$ cat src/rtl/alu_pkg.sv
// Shared ALU definitions: opcode constants, default RS sizing, scheduler state.
package alu_pkg;

  localparam int RS_WIDTH_DEF = 2;

  localparam logic [3:0] ALU_ADD    = 4'h0;
  localparam logic [3:0] ALU_SUB    = 4'h1;
  localparam logic [3:0] ALU_AND    = 4'h2;
  localparam logic [3:0] ALU_OR     = 4'h3;
  localparam logic [3:0] ALU_XOR    = 4'h4;
  localparam logic [3:0] ALU_SLL    = 4'h5;
  localparam logic [3:0] ALU_SRL    = 4'h6;
  localparam logic [3:0] ALU_SRA    = 4'h7;
  localparam logic [3:0] ALU_SLT    = 4'h8;
  localparam logic [3:0] ALU_SLTU   = 4'h9;
  localparam logic [3:0] ALU_BEQ    = 4'hA;
  localparam logic [3:0] ALU_BGE    = 4'hB;
  localparam logic [3:0] ALU_BGEU   = 4'hC;
  localparam logic [3:0] ALU_BNE    = 4'hD;
  localparam logic [3:0] ALU_ADD_PC = 4'hE;

  typedef enum logic {
    ST_RUN   = 1'b0,
    ST_FLUSH = 1'b1
  } sched_state_e;

endpackage

$ cat src/rtl/alu_issue_scheduler_rr_picker.sv
// Round-robin picker: first set bit of req scanning upward from ptr, with wrap.
module rr_picker #(
  parameter int W = 2,
  localparam int N = 2**W
) (
  input  logic [N-1:0] req,
  input  logic [W-1:0] ptr,
  output logic         found,
  output logic [W-1:0] idx,
  output logic [N-1:0] onehot
);

  logic [W-1:0] j;

  // Walk N positions starting at ptr; index arithmetic wraps since N is 2**W.
  always_comb begin
    found  = 1'b0;
    idx    = '0;
    onehot = '0;
    j      = '0;
    for (int k = 0; k < N; k++) begin
      j = ptr + k[W-1:0];
      if (!found && req[j]) begin
        found = 1'b1;
        idx   = j;
      end
    end
    if (found) onehot[idx] = 1'b1;
  end

endmodule

$ cat src/rtl/alu_issue_scheduler.sv
// Round-robin issue from the ALU reservation station onto the registered ALU
// input bus, with in-flight tracking, flush and global-stall handling.
module alu_issue_scheduler
  import alu_pkg::*;
#(
  parameter int RS_WIDTH = RS_WIDTH_DEF,
  localparam int RS_SIZE = 2**RS_WIDTH
) (
  input  logic                  clk_in,
  input  logic                  rst_in,
  input  logic                  rdy_in,
  input  logic                  clear,
  input  logic                  hold,
  input  logic [RS_SIZE-1:0]    rs_ready,
  input  logic [RS_SIZE*32-1:0] rs_vj,
  input  logic [RS_SIZE*32-1:0] rs_vk,
  input  logic [RS_SIZE*4-1:0]  rs_op,
  input  logic                  alu_done,
  input  logic [RS_WIDTH-1:0]   alu_done_index,
  output logic                  cal,
  output logic [31:0]           a,
  output logic [31:0]           b,
  output logic [3:0]            alu_op,
  output logic [RS_WIDTH-1:0]   from_rs_index,
  output logic [RS_SIZE-1:0]    grant,
  output logic [31:0]           issue_count
);

  sched_state_e state, state_nx;

  logic [RS_SIZE-1:0]        pending;
  logic [RS_WIDTH-1:0]       ptr;
  logic [RS_SIZE-1:0]        elig;
  logic [RS_SIZE-1:0]        done_mask;
  logic                      pick_found;
  logic [RS_WIDTH-1:0]       pick_idx;
  logic [RS_SIZE-1:0]        pick_oh;
  logic                      issue;

  // Per-entry views of the flat RS buses; entry i sits at the low end for i=0.
  logic [RS_SIZE-1:0][31:0]  vj_arr;
  logic [RS_SIZE-1:0][31:0]  vk_arr;
  logic [RS_SIZE-1:0][3:0]   op_arr;

  assign vj_arr = rs_vj;
  assign vk_arr = rs_vk;
  assign op_arr = rs_op;

  // Entries still in flight are excluded; completion this cycle does not help yet.
  assign elig = rs_ready & ~pending;

  rr_picker #(.W(RS_WIDTH)) u_pick (
    .req    (elig),
    .ptr    (ptr),
    .found  (pick_found),
    .idx    (pick_idx),
    .onehot (pick_oh)
  );

  // State register.
  always_ff @(posedge clk_in or negedge rst_in) begin
    if (!rst_in) state <= ST_RUN;
    else         state <= state_nx;
  end

  // Next state: clear wins from anywhere, FLUSH lasts one cycle, stall freezes.
  always_comb begin
    state_nx = state;
    if (rdy_in) begin
      if (clear) state_nx = ST_FLUSH;
      else       state_nx = ST_RUN;
    end
  end

  // Issue decision for this cycle.
  always_comb begin
    issue = 1'b0;
    if (state == ST_RUN && rdy_in && !clear && !hold && pick_found) issue = 1'b1;
  end

  // Decode the completion index into a clear mask.
  always_comb begin
    done_mask = '0;
    if (alu_done) done_mask[alu_done_index] = 1'b1;
  end

  // In-flight tracking: set on issue, clear on completion, wiped by flush.
  always_ff @(posedge clk_in or negedge rst_in) begin
    if (!rst_in) begin
      pending <= '0;
    end else if (rdy_in) begin
      if (clear)      pending <= '0;
      else if (issue) pending <= (pending & ~done_mask) | pick_oh;
      else            pending <= pending & ~done_mask;
    end
  end

  // ALU input bus, round-robin pointer and issue counter.
  always_ff @(posedge clk_in or negedge rst_in) begin
    if (!rst_in) begin
      cal           <= 1'b0;
      grant         <= '0;
      a             <= '0;
      b             <= '0;
      alu_op        <= '0;
      from_rs_index <= '0;
      ptr           <= '0;
      issue_count   <= '0;
    end else if (!rdy_in) begin
      cal   <= 1'b0;
      grant <= '0;
    end else if (clear) begin
      cal         <= 1'b0;
      grant       <= '0;
      ptr         <= '0;
      issue_count <= '0;
    end else if (issue) begin
      cal           <= 1'b1;
      grant         <= pick_oh;
      a             <= vj_arr[pick_idx];
      b             <= vk_arr[pick_idx];
      alu_op        <= op_arr[pick_idx];
      from_rs_index <= pick_idx;
      ptr           <= pick_idx + 1'b1;
      issue_count   <= issue_count + 32'd1;
    end else begin
      cal   <= 1'b0;
      grant <= '0;
    end
  end

endmodule
$ cat config.mk
export PLATFORM = sky130hd
export DESIGN_NAME = alu_issue_scheduler
export DESIGN_NICKNAME = d
export VERILOG_FILES = /design/src/rtl/alu_pkg.sv /design/src/rtl/alu_issue_scheduler_rr_picker.sv /design/src/rtl/alu_issue_scheduler.sv
export SDC_FILE = /design/constraint.sdc
export NUM_CORES = 1
export LEC_CHECK = 0
export BUFFER_PORTS_ARGS = -buffer_cell sky130_fd_sc_hd__clkbuf_2
export CORE_AREA = 2 2 153 155
export DETAILED_ROUTE_END_ITERATION = 8
export DIE_AREA = 0 0 155 157
export PLACE_DENSITY = 0.58
export SLEW_MARGIN = 40
export SYNTH_ARGS = -nofsm -noshare
export SYNTH_HDL_FRONTEND = slang
export SYNTH_SLANG_ARGS = --single-unit
$ cat constraint.sdc
create_clock -name clk_in -period 5.7 [get_ports clk_in]
set_input_delay 1.14 -clock clk_in [delete_from_list [all_inputs] [get_ports clk_in]]
set_output_delay 1.14 -clock clk_in [all_outputs]
set_load 0.1 [all_outputs]
== Word-level counts from Yosys, hierarchy flattened ==
Cells that the tools add are included.
Operators by class
  eq/ne operators: 0
  bitwise logic cells: 7
  shift operators: 0
  $lt $le $gt $ge: 8
  reduce and logical (&&, ||, !) cells: 17
  multiplexer cells: 42
  add/subtract/negate cells: 5
  $mul: 0
  div/mod/pow operators: 0
Operator list (number)
  32-bit binary-select mux with 2-bit select: 2
  32-bit 2-to-1 mux: 4
  32-bit by 1-bit adder with 32-bit output (second input constant): 1
  4-bit 2-to-1 mux: 8
  2-bit by 3-bit less-than comparator with 1-bit output (second input constant): 6
  1-bit 2-to-1 mux: 15
  2-bit 2-to-1 mux: 6
  1-bit logical AND: 9
  4-bit bitwise AND: 2
  1-bit binary-select mux with 2-bit select: 4
  4-bit binary-select mux with 2-bit select: 1
  4-bit inverter: 2
  1-bit zero test: 5
  2-bit by 1-bit adder with 2-bit output (second input constant): 2
  2-bit adder (second input constant): 2
  1-bit demux with 2-bit select: 2
  2-bit by 1-bit greater-or-equal comparator with 1-bit output (second input constant): 2
  4-bit bitwise OR: 1
  3-bit AND reduction: 1
  1-bit inverter: 2
  2-bit AND reduction: 1
  2-bit nonzero test: 1
Word-level totals
  output and inout bits: 107
  memory bits (read-only): 0
  bits in registers: 114
  latch bits: 0
  memories kept: 0
  input port bits: 284
  RAM bits: 0
  word-level logic and storage cells: 89

== Logic depth before layout (Yosys ltp) ==
  word-level depth: 22
  mapped depth: 8
  gate-level depth less buffers: 6

== Modules after synthesis ==
A second synthesis with hierarchy kept.
Unflattened totals
  cell total of the unflattened synthesis: 646
  area, all modules: 6657.6 um^2
By module, submodules not included
  alu_issue_scheduler: times used 1, area each 6446.2 um^2, seq. area each 2852.7 um^2, cells an instance 613
  rr_picker: times used 1, area each 211.5 um^2, seq. area each 0.0 um^2, cells an instance 33

== Worst setup path before layout ==
No wires, ideal clock.
  path kind: in2reg
  from: in rs_ready[3]
  to: reg b[15]
  required time: 5.537 ns
  stages on the path: 8
  library setup time: 0.163 ns
  setup slack: 2.949 ns
  arrival: 2.588 ns
  buffers on the path: 3
  cell sequence: nor2b_4 -> o22ai_1 -> a2111o_1 -> buf_4 -> buf_8 -> buf_6 -> a221oi_2 -> a211oi_1
Between the ends
  word-level cells in the longest chain between the ends: 16
  elaborated cells on any way between the ends: 28
  classes of those cells: mux (19); bitwise (1); reduce/logical (8)
Ends and longest elaborated chain
  start, declared: line alu_issue_scheduler.sv:14  | input logic [RS_SIZE-1:0] rs_ready,
  4-bit bitwise AND (*): line alu_issue_scheduler.sv:50  | assign elig = rs_ready & ~pending;
  1-bit binary-select mux with 2-bit select: line alu_issue_scheduler_rr_picker.sv:23  | if (!found && req[j]) begin
  1-bit 2-to-1 mux (not written as such): line alu_issue_scheduler_rr_picker.sv:23
  1-bit 2-to-1 mux: line alu_issue_scheduler_rr_picker.sv:23
  1-bit zero test: line alu_issue_scheduler_rr_picker.sv:23
  1-bit logical AND: line alu_issue_scheduler_rr_picker.sv:23
  1-bit 2-to-1 mux: line alu_issue_scheduler_rr_picker.sv:23
  1-bit zero test: line alu_issue_scheduler_rr_picker.sv:23
  1-bit logical AND: line alu_issue_scheduler_rr_picker.sv:23
  1-bit 2-to-1 mux: line alu_issue_scheduler_rr_picker.sv:23
  1-bit zero test: line alu_issue_scheduler_rr_picker.sv:23
  1-bit logical AND: line alu_issue_scheduler_rr_picker.sv:23
  1-bit 2-to-1 mux: line alu_issue_scheduler_rr_picker.sv:23
  1-bit logical AND: line alu_issue_scheduler.sv:78  | if (state == ST_RUN && rdy_in && !clear && !hold && pick_found) issue = 1'b1;
  1-bit 2-to-1 mux: line alu_issue_scheduler.sv:78
  3-bit AND reduction (no source line)
  end signal, assigned: line alu_issue_scheduler.sv:121  | b <= vk_arr[pick_idx];
  end, declared: line alu_issue_scheduler.sv:22  | output logic [31:0] b,
Mark *: on every way between the ends. The rest lies on a longest branch, timed or not. The select of a mux whose other input is x is not followed.
A chain may end at the register's enable or synchronous reset.

== Worst setup path after layout ==
  from: in rs_ready[2]
  to: reg alu_op[0]
Between the ends
  word-level cells in the longest chain between the ends: 16
  elaborated cells on any way between the ends: 28
  classes of those cells: mux (19); bitwise (1); reduce/logical (8)
Ends and longest elaborated chain
  4-bit bitwise AND (*): line alu_issue_scheduler.sv:50
  1-bit binary-select mux with 2-bit select: line alu_issue_scheduler_rr_picker.sv:23
  1-bit 2-to-1 mux (not written as such): line alu_issue_scheduler_rr_picker.sv:23
  1-bit 2-to-1 mux: line alu_issue_scheduler_rr_picker.sv:23
  1-bit zero test: line alu_issue_scheduler_rr_picker.sv:23
  1-bit logical AND: line alu_issue_scheduler_rr_picker.sv:23
  1-bit 2-to-1 mux: line alu_issue_scheduler_rr_picker.sv:23
  1-bit zero test: line alu_issue_scheduler_rr_picker.sv:23
  1-bit logical AND: line alu_issue_scheduler_rr_picker.sv:23
  1-bit 2-to-1 mux: line alu_issue_scheduler_rr_picker.sv:23
  1-bit zero test: line alu_issue_scheduler_rr_picker.sv:23
  1-bit logical AND: line alu_issue_scheduler_rr_picker.sv:23
  1-bit 2-to-1 mux: line alu_issue_scheduler_rr_picker.sv:23
  1-bit logical AND: line alu_issue_scheduler.sv:78
  1-bit 2-to-1 mux: line alu_issue_scheduler.sv:78
  3-bit AND reduction (no source line)
  end signal, assigned: line alu_issue_scheduler.sv:122  | alu_op <= op_arr[pick_idx];
  end, declared: line alu_issue_scheduler.sv:23  | output logic [3:0] alu_op,
Marked as above.

==> results summary <==
The flow ran to the end, and the final reports show no timing, DRC or antenna violations. Of the total power, the clock network draws 0.222. The portion of the post-synthesis area used by sequential elements came out at 0.396. The global routing met1 resource utilization is 0.284. The via total after detailed routing came out at 7291. The total length of routed wires came out at 28200 µm. The total global-route track usage is 0.227. The number of setup violations in the final report is 0. The number of synthesized register bits is 114.

The number of standard cells in the layout, taps in and fillers out is 1385. The met3 usage in global routing came out at 0.0688. The async set-or-reset flop fraction in the synthesized netlist is 1.00.

The sink count of the clock tree came out at 114. The last weighted congestion value of the routability-driven placer is 0.887. The global routing usage on met2 is 0.381. The buffer count from post-CTS setup fixing came out at 0. After global routing the overflow that remains totals 0. The worst setup path is captured at a register.

The count of hold-fix buffers inserted at cts is 0. The total instance count after detailed placement came out at 1353. The flop-to-flop setup slack came out at 2.99 ns. The pin count of the biggest net entering global routing is 71.

The most used flip-flop cell after synthesis is sky130_fd_sc_hd__dfrtp_1. The fraction of power consumed by combinational cells is 0.533. The class of the tightest hold or removal check is register to register. The boundary pin count is 391. The max-capacitance violation count is 0.

The maximum level of the CTS H-tree came out at 4. The worst slack after detailed placement came out at between 2 and 2.5 ns. The maximum root-to-sink buffer count came out at 2.

The shortest clock period the worst path allows after layout is ~3.2 ns. The power density over the cells is 458 mW/mm². TritonCTS built the clock tree. The number of pins with negative max-slew slack in the final report is 0.

The cell count after synthesis came out at 722. The post-route clock period utilization came out at 0.555. The worst max-slew margin expressed relative to the limit is 0.415.

The first-pass iteration count of the detailed router is 7. The synthesized-area fraction occupied by xor and xnor cells is 0.00608. The number of warnings printed during yosys synthesis is 0.

The sort of element at the start of the critical path is a primary input. The total number of nets in the final design is between 1k and 1.5k. The category of the most critical setup path is primary input to register.

The arrival time at the worst endpoint is roughly 3.4 ns. The register clock-pin slew on the reported worst setup and hold paths came out at 0.06 ns. Clock skew on the completed layout was measured at between 0.015 and 0.02 ns. The total number of placement rows came out at 55. By area, the combinational part of the netlist is dominated by compound AO/OA/AOI/OAI gates. Of the total synthesized cell area, the portion taken by AND, OR, NAND and NOR gates is 0.179. The startpoint identified for the worst hold timing path is from_rs_index[1].

Summing every instance area after synthesis gives 0.00721 mm². The adder-cell area share of the yosys netlist is 0.00174. For this configuration, the core starts out at a cell density of 0.320.

From synthesis to final layout, the design area changed by 38.1%. The portion of netlist area occupied by mux cells came out at 0.0945. The count of buffers inserted at the top-level ports is 390. The cell internal power dissipation came out at 0.00207 W. The remaining number of nets flagged by the antenna check after routing came out at 0. The floorplan step set the die height to 157 µm. The cell sitting at the root of the clock tree is a sky130_fd_sc_hd__clkbuf_16. The largest fanout on the critical path came out at 66. The summed negative setup slack over all endpoints came out at 0 ns. The global-route wire length before repair is 42000 µm. At the pin with the least slew margin, the transition time is 0.878 ns.

The final worst-path setup slack is 2.54 ns. The initial antenna violation count was 1. Summed over all cells, the static leakage comes to 4.87 nW. The path depth of the worst reg2reg path came out at 6. The required time of the worst setup path came out at 5.98 ns. Across the VDD grid, the largest voltage drop is 0.272 mV.

The number of global-route vias before repair came to between 7k and 8k. The share of synthesized area in the top cell type comes to 0.396. Static timing analysis puts the maximum clock frequency at 0.316 GHz. The die covers 0.0243 mm². From left edge to right edge, the die measures 155 µm. Setup repair after global routing left no endpoint under its margin. The commonest non-fill, non-tap cell in the layout is sky130_fd_sc_hd__clkbuf_2. The number of enable-type register cells in the synthesized netlist came out at 0.

The wire length per cell is 20.3 µm. The top cell types in the final layout, fill and taps aside, are sky130_fd_sc_hd__clkbuf_2, sky130_fd_sc_hd__dfrtp_1, sky130_fd_sc_hd__nor2_1. The synthesized netlist net count is 1007. Of the cells placed in the final design, the portion with a size suffix greater than 1 is 0.451.

The critical register-to-register path endpoint is alu_op[0]. The detailed placement HPWL is 21000 µm. The clock reaches the later pin of the worst-skew pair after 0.41 ns. For hold timing, the worst endpoint is from_rs_index[1]. The final total power is 0.00456 W.

The via density per instance came out at 5.26. The count of cells resized by post-cts repair came out at 0. The core region is 0.0225 mm². Of the total power, the share spent switching nets is 0.546. The count of unique library cells instantiated by Yosys is 58. The minimum hold slack is around 0.48 ns. Summed over all instances, the cell type with the most area after synthesis is sky130_fd_sc_hd__dfrtp_1.

The synthesized area per cell came out at 9.98 µm². The worst register-to-register path begins at ptr[1]. The worst hold path passes through 2 cells. Yosys attributes the largest share of cell area to sky130_fd_sc_hd__dfrtp_1, sky130_fd_sc_hd__mux2i_1, sky130_fd_sc_hd__a221oi_2. The repair_antennas step left the layout with diodes totalling 0. The residual DRC count is 0.

Counting the buffers created by CTS gives 17. The power dissipated by switching net loads came out at 0.00249 W. The number of hold-slack violations in the final timing report is 0. After global routing, the most crowded layer is met2. The portion of total power attributed to sequential cells is 0.245. The complex-gate fraction of the synthesized area is 0.271. The number of design-rule violations left by the first detailed-router iteration came out at between 300 and 400.
[per-layer routing]
layer	up-vias	routed length [µm]
li1	3476	-
met1	3484	11900
met2	292	13600
met3	37	1980
met4	2	679
met5	-	11
[worst max-delay path by stage]
stage	startpoint	end	slack [ns]	depth (start not counted)
after floorplan	rs_ready[3]	b[15]	2.95	8
after global placement	clear	alu_op[0]	2.11	7
after detailed placement	rs_ready[3]	a[18]	2.13	7
after CTS	rs_ready[3]	a[18]	2.55	7
after global routing	clear	a[23]	2.44	7
final	rs_ready[2]	alu_op[0]	2.54	7
[kinds of logic (layout without fill, tap and decap cells)]
logic type,count (synthesis),count (layout)
buffers and inverters,67,445
adders and majority gates,1,1
AOI/OAI and AO/OA,227,227
DFF,114,114
and+or+nand+nor,240,240
xor gates and xnor gates,5,5
muxes,68,68
[cell usage after synthesis (3+ instances only)]
master	count
sky130_fd_sc_hd__a211oi_1	62
sky130_fd_sc_hd__and2_1	72
sky130_fd_sc_hd__dfrtp_1	114
sky130_fd_sc_hd__o211ai_1	3
sky130_fd_sc_hd__a221oi_1	31
sky130_fd_sc_hd__inv_1	8
sky130_fd_sc_hd__clkbuf_1	30
sky130_fd_sc_hd__mux2i_1	68
sky130_fd_sc_hd__a21o_1	5
sky130_fd_sc_hd__o21ai_1	4
sky130_fd_sc_hd__nand2b_1	4
sky130_fd_sc_hd__nor2_1	87
sky130_fd_sc_hd__buf_2	14
sky130_fd_sc_hd__and3_1	4
sky130_fd_sc_hd__buf_8	4
sky130_fd_sc_hd__nand3_1	8
sky130_fd_sc_hd__buf_6	7
sky130_fd_sc_hd__or3_1	16
sky130_fd_sc_hd__nand4_1	7
sky130_fd_sc_hd__nand2_1	22
sky130_fd_sc_hd__o2111ai_1	4
sky130_fd_sc_hd__nor3_1	4
sky130_fd_sc_hd__nor2b_1	3
sky130_fd_sc_hd__xnor2_1	3
sky130_fd_sc_hd__a221oi_2	37
sky130_fd_sc_hd__o21ai_0	35
sky130_fd_sc_hd__a211oi_2	7
sky130_fd_sc_hd__a21oi_1	21
[registers in the layout, indices dropped and copies added, names as in the netlist]
signal         count
a                 32
alu_op             4
b                 32
cal                1
from_rs_index      2
grant              4
issue_count       32
pending            4
ptr                2
state              1
[cell type report]
class / count / area [µm²]
Multi-Input combinational cell: 541 / 4020
Fill cell: 2258 / 12600
Clock buffer: 19 / 443
Timing Repair Buffer: 404 / 2130
Clock inverter: 13 / 113
Inverter: 9 / 36.3
Tap cell: 285 / 357
Sequential cell: 114 / 2850
[power by group through the flow]
stage | Clock [W] | Sequential [W] | Combinational (W)
finish | 0.00101 | 0.00112 | 0.00243
CTS | 0.00104 | 0.00112 | 0.00245
global placement | 0 | 0.00113 | 0.00243
floorplan | 0 | 0.00246 | 0.000603
detailed placement | 0 | 0.00112 | 0.00245
global route | 0.00107 | 0.00114 | 0.00253
[metrics by stage]
stage / utilization / area (µm²)
detailed placement: 0.417 / 9390
finish: 0.442 / 9950
CTS: 0.442 / 9940
global route: 0.442 / 9950
floorplan: - / 7210
global placement: 0.415 / 9340
[critical path, cell delays in order]
cell and delay, ns:
sky130_fd_sc_hd__clkbuf_2 0.10, sky130_fd_sc_hd__nor2b_2 0.19, sky130_fd_sc_hd__nor4_2 0.42, sky130_fd_sc_hd__a2111o_2 0.57
sky130_fd_sc_hd__buf_12 0.41, sky130_fd_sc_hd__mux2i_1 0.40, sky130_fd_sc_hd__a211oi_1 0.12
Note: power is estimated with default switching activity, not from simulation.
